===== src/rtl/bp_types_pkg.sv =====
// Shared types for the branch predictor: default BTB depth, 2-bit counter
// states and the BTB entry layout.
package bp_types_pkg;

  localparam int BP_ENTRIES = 16;

  typedef enum logic [1:0] {
    STRONG_NT = 2'd0,
    WEAK_NT   = 2'd1,
    WEAK_T    = 2'd2,
    STRONG_T  = 2'd3
  } bp_ctr_t;

  // tag holds pc >> IDX zero-extended, so one layout serves every ENTRIES value
  typedef struct packed {
    logic        valid;
    logic [29:0] tag;
    logic [29:0] target;
    bp_ctr_t     ctr;
  } bp_entry_t;

endpackage


===== src/rtl/bp_sat_ctr.sv =====
// 2-bit saturating direction counter: step toward taken or not-taken,
// holding at STRONG_T / STRONG_NT.
module bp_sat_ctr
  import bp_types_pkg::*;
(
  input  bp_ctr_t ctr_i,
  input  logic    taken_i,
  output bp_ctr_t ctr_o
);

  always_comb begin
    ctr_o = ctr_i;
    case (ctr_i)
      STRONG_NT: ctr_o = taken_i ? WEAK_NT  : STRONG_NT;
      WEAK_NT:   ctr_o = taken_i ? WEAK_T   : STRONG_NT;
      WEAK_T:    ctr_o = taken_i ? STRONG_T : WEAK_NT;
      STRONG_T:  ctr_o = taken_i ? STRONG_T : WEAK_T;
      default:   ctr_o = ctr_i;
    endcase
  end

endmodule


===== src/rtl/branch_predictor.sv =====
// Direct-mapped BTB with 2-bit counters; zero-latency lookup, update from EX.
// Optional statistics counters are built only when BP_STATS_EN is defined.
module branch_predictor
  import bp_types_pkg::*;
#(
  parameter int ENTRIES = BP_ENTRIES
) (
  input  logic        CLK,
  input  logic        RST,
  input  logic        lookup_en,
  input  logic [29:0] pc_i,
  output logic        phit_o,
  output logic [29:0] bp_addr_o,
  input  logic        upd_en,
  input  logic [29:0] upd_pc,
  input  logic        upd_taken,
  input  logic [29:0] upd_target,
  input  logic        upd_mispredict,
  output logic [31:0] lookup_cnt_o,
  output logic [31:0] mispredict_cnt_o
);

  localparam int IDX = $clog2(ENTRIES);

  bp_entry_t      tbl_q [ENTRIES];
  bp_entry_t      tbl_d [ENTRIES];
  bp_entry_t      lk_ent, up_ent;
  logic [IDX-1:0] lk_idx, up_idx;
  logic           lk_hit, up_hit;
  bp_ctr_t        ctr_nxt;

  // Lookup reads the registered table only, so a same-cycle update is not seen
  assign lk_idx    = pc_i[IDX-1:0];
  assign lk_ent    = tbl_q[lk_idx];
  assign lk_hit    = lk_ent.valid && (lk_ent.tag == (pc_i >> IDX));
  assign phit_o    = lk_hit && lk_ent.ctr[1];
  assign bp_addr_o = phit_o ? lk_ent.target : pc_i + 30'd1;

  assign up_idx = upd_pc[IDX-1:0];
  assign up_ent = tbl_q[up_idx];
  assign up_hit = up_ent.valid && (up_ent.tag == (upd_pc >> IDX));

  bp_sat_ctr u_sat (
    .ctr_i   (up_ent.ctr),
    .taken_i (upd_taken),
    .ctr_o   (ctr_nxt)
  );

  always_comb begin
    tbl_d = tbl_q;
    if (upd_en) begin
      if (up_hit) begin
        tbl_d[up_idx].ctr = ctr_nxt;
        if (upd_taken) tbl_d[up_idx].target = upd_target;
      end else if (upd_taken) begin
        tbl_d[up_idx] = '{valid: 1'b1, tag: upd_pc >> IDX,
                          target: upd_target, ctr: WEAK_T};
      end
    end
  end

  always_ff @(posedge CLK) begin
    if (RST) begin
      for (int i = 0; i < ENTRIES; i++) tbl_q[i] <= '0;
    end else begin
      tbl_q <= tbl_d;
    end
  end

`ifdef BP_STATS_EN
  logic [31:0] lookup_cnt_q, lookup_cnt_d;
  logic [31:0] mispredict_cnt_q, mispredict_cnt_d;

  always_comb begin
    lookup_cnt_d     = lookup_cnt_q;
    mispredict_cnt_d = mispredict_cnt_q;
    if (lookup_en && lookup_cnt_q != '1)
      lookup_cnt_d = lookup_cnt_q + 32'd1;
    if (upd_en && upd_mispredict && mispredict_cnt_q != '1)
      mispredict_cnt_d = mispredict_cnt_q + 32'd1;
  end

  always_ff @(posedge CLK) begin
    if (RST) begin
      lookup_cnt_q     <= '0;
      mispredict_cnt_q <= '0;
    end else begin
      lookup_cnt_q     <= lookup_cnt_d;
      mispredict_cnt_q <= mispredict_cnt_d;
    end
  end

  assign lookup_cnt_o     = lookup_cnt_q;
  assign mispredict_cnt_o = mispredict_cnt_q;
`else
  logic unused_stats;
  assign unused_stats     = lookup_en ^ upd_mispredict;
  assign lookup_cnt_o     = '0;
  assign mispredict_cnt_o = '0;
`endif

endmodule


===== config.mk =====
export PLATFORM = sky130hd
export DESIGN_NAME = branch_predictor
export DESIGN_NICKNAME = d
export VERILOG_FILES = /design/src/rtl/bp_types_pkg.sv /design/src/rtl/bp_sat_ctr.sv /design/src/rtl/branch_predictor.sv
export SDC_FILE = /design/constraint.sdc
export NUM_CORES = 2
export LEC_CHECK = 0
export BUFFER_PORTS_ARGS = -buffer_cell sky130_fd_sc_hd__clkbuf_2
export CAP_MARGIN = 25
export CORE_MARGIN = 2
export CORE_UTILIZATION = 45
export DETAILED_ROUTE_END_ITERATION = 6
export HOLD_SLACK_MARGIN = 0.03
export SLEW_MARGIN = 10
export SYNTH_ARGS = -nofsm -noshare
export SYNTH_HDL_FRONTEND = slang
export SYNTH_SLANG_ARGS = --single-unit

===== constraint.sdc =====
create_clock -name CLK -period 6.3 [get_ports CLK]
set_clock_uncertainty 0.15 [all_clocks]
set_input_delay 0.945 -clock CLK [delete_from_list [all_inputs] [get_ports CLK]]
set_output_delay 0.945 -clock CLK [all_outputs]
set_load 0.05 [all_outputs]

==> metrics.cfg <==
[outcome]
result_of_the_run = finished, final reports clean

[floorplan]
floorplan.initialDensity = 0.453
core_area_mm2 = 0.101
rows = 117
io-pin-count = 191
die_h_um = 323
die-area_mm2 = 0.105
fp.dieW_um = 323

[synthesis]
synth.cell_area_mm2 = 0.0459
postSynthAreaPerCell_um2 = 9.59
ys_seq_area_frac = 0.411
syn-instance-count = 4791
synthFlopType = dfxtp_1
synthArstFlopShare = 0
warnings_from_yosys = 0
synth_enable_flop_cells = 0
ys_seq_elements = 944
synth_cell_type_count = 65

[global_route]
gr_usage_total = 0.291
antenna_found_initial = 11
grt_pass1_wl_mm = 227
grt_start_max_net_pins = 192
grt_pass1_vias = 34100
grt.overflow.total = 0

[critical_path]
worst-setup-path-type = input port to output port
timing.rr.end = tbl_q[238]
cp-end-kind = output port
slowest_delay_ps = 700
worst_r2r_path_depth = 11
cp.arrival_ps = 4870
timing.critical_path.from_type = input port
critical-path-top-cell-by-count = buf_12
crit_chain = buf_8 -> buf_12 -> mux4_2 -> mux4_2 -> xnor2_1 -> nand4_1 -> or4_1 -> nor4_4 -> buf_12 -> o21ai_0 -> buf_12
critical_path.n_buffers_inverters = 4
ff2ff_setup_slack_ps = 2310
critPathRequiredTime_ps = 5200
cpLargestDelayFamily = simple AND/OR/NAND/NOR gates
crit_slowest_cell = or4_1
path_max_fanout = 49
crit_path_start = pc_i[1]
worst_r2r_startpoint = tbl_q[51]
worstSetupPathDepth = 11

[route]
firstDrtPassIters = 5
drt_iter0_markers = 3938
postRouteWirelength_mm = 154
detail_route.vias_per_cell = 5.93
antenna_left = 0
routedWlPerCell_um = 25.2
drc_errors = 0
vias = 36300

[clocking]
root_buffer = clkbuf_16
hold_buffers = 0
tritoncts_clock_tree = yes
clock_sinks = 944
clock_insertion_delay_worst_skew_ps = 730
postCtsSetupRepairBufs = 0
clock_path_buffers = 3
number_of_buffers_added_by_the_clock_tree_synthesis_step = 101
clkSlewWorstSetupHoldPaths_ps = 60
cts_resized = 0
h-tree-depth = 3

[placement]
dp.final_hpwl_mm = 92.7
placement.io_buffers = 124
dpl_cell_area_mm2 = 0.0479
gpl.final_weighted_congestion = 0.860
setup_slack_at_placement_ps = 369

[worst_hold_path]
worstHoldStart = tbl_q[81]
hold_path_depth = 2
whs_endpoint = tbl_q[81]
timing.hold.worst.class = flip-flop to flip-flop

[power_and_ir_drop]
totalPowerFinal_mw = 13.5
power.density_cell_area_mw_per_mm2 = 261
p_leak_nw = 20.0
ir_worst_vdd_mv = 0.270

[sta]
layout_setup_ws_ps = 336
rsz_0062_raised_after_global_routing = no
max_freq_mhz = 168
final_max_slew_viols = 0
worst_pin_slew_ps = 1090
timing.final.crit_period_ps = 5960
setup_tns_ps = 0
hold_violations = 0
setup_viol = 0
min_period_over_period = 0.947
worst_slew_margin_rel = 0.271

[final_layout]
reg.largest.list = tbl_q x944
finalNetCount = 4779
area_growth_from_synthesis_to_layout_pct = 12.1
largest_register = tbl_q
postLayoutCellArea_mm2 = 0.0515
drive_gt1_frac = 0.178
largest_register_ff_count = 944
final.fill_count = 9252

[job]
cap_viol_max_count = 0

-- power breakdown --
| group | leakage [nW] | internal (mW) | switching, mW |
|---|---|---|---|
| clock | 1.74 | 3.71 | 2.61 |
| sequential | 7.61 | 6.01 | 0.0281 |
| combinational | 10.7 | 0.326 | 0.764 |
| total | 20.0 | 10.0 | 3.40 |
-- how the worst max path moves through the flow --
stage	to	slack (ps)
detailed placement	bp_addr_o[3]	370
floorplan	bp_addr_o[0]	440
CTS	bp_addr_o[3]	340
global placement	bp_addr_o[1]	320
global route	bp_addr_o[29]	190
finish	bp_addr_o[26]	340
-- cell usage in the layout (no fill, tap or decap), drive strengths merged, types with 4 or more instances in the layout --
cell type,synthesis,layout
nor4,9,9
and2,6,6
inv,8,11
a221oi,7,7
xnor2,46,46
mux2,21,21
nand2b,8,8
and3,8,8
nand2,1532,1532
nand3,37,37
nor3,23,23
nor2,46,46
nand4,16,16
and4,5,5
a21oi,506,506
clkinv,0,26
nor2b,8,8
a22o,6,6
buf,194,152
a31oi,4,4
o21ai,48,48
xor2,24,24
bufinv,0,12
clkbuf,320,228
mux2i,524,524
a22oi,24,24
mux4,365,365
o22ai,17,17
dfxtp,944,944
conb,1,64
-- synthesized netlist by cell type, drive strengths merged (2+ instances only) --
library cell | n | area [um^2]
a211oi | 2 | 15.0
mux2 | 21 | 236
nand2b | 8 | 50.1
o21ai | 48 | 240
dfxtp | 944 | 18900
nand3 | 37 | 185
a21o | 2 | 15.0
nor4 | 9 | 71.3
mux4 | 365 | 8220
a221oi | 7 | 67.6
o21a | 2 | 15.0
nor3 | 23 | 125
nand4 | 16 | 106
buf | 194 | 1300
o22ai | 17 | 106
and4 | 5 | 43.8
inv | 8 | 30.0
clkbuf | 320 | 1200
nor2b | 8 | 50.1
a31oi | 4 | 25.0
mux2i | 524 | 5250
nor2 | 46 | 173
and3 | 8 | 50.1
a32oi | 2 | 17.5
a2111o | 3 | 33.8
xnor2 | 46 | 403
or2 | 3 | 18.8
nand2 | 1532 | 5800
or3 | 3 | 18.8
a22o | 6 | 52.6
xor2 | 24 | 210
a22oi | 24 | 180
a21oi | 506 | 2530
and2 | 6 | 37.5
-- area by class of cell --
class | instances | area (um^2) | share of cell area
multi-input cells | 3388 | 24900 | 0.484
diodes | 3 | 7.51 | 0.000146
clock inverters | 43 | 633 | 0.0123
well taps | 1368 | 1710 | 0.0332
clock buffers | 141 | 2890 | 0.0561
flip-flops and latches | 944 | 18900 | 0.367
repair buffers | 239 | 2410 | 0.0467
inverters | 8 | 37.5 | 0.000729
-- metrics by stage --
step,util,hold WS [ps],cells
global placement,0.470,288,5936
detailed placement,0.472,293,5943
floorplan,-,282,4854
CTS,0.507,302,6127
global route,0.507,316,6133
finish,0.507,301,6134
-- worst min-delay path, stage by stage, from the launching register on --
cell and delay [ps]:
dfxtp_1 310, nand2_1 50, a21oi_1 50
-- logic make-up (layout without fill, tap and decap cells) --
| family | count (synthesis) | after routing | synth area share |
|---|---|---|---|
| AOI/OAI and AO/OA | 633 | 633 | 0.0738 |
| xor gates and xnor gates | 70 | 70 | 0.0133 |
| adders and majority gates | 2 | 2 | 0.000490 |
| buffers and inverters | 522 | 431 | 0.0550 |
| DFF | 944 | 944 | 0.411 |
| muxes | 910 | 910 | 0.298 |
| other | 1 | 67 | 0.0000816 |
| and+or+nand+nor | 1709 | 1709 | 0.147 |
-- metal layers --
metal,global-route usage,routed length [um],vias up
li1,-,-,16300
met1,0.398,64100,18000
met2,0.447,69800,1695
met3,0.0592,14000,333
met4,0.125,6330,16
met5,0,103,-
Note: power is estimated with default switching activity, not from simulation.
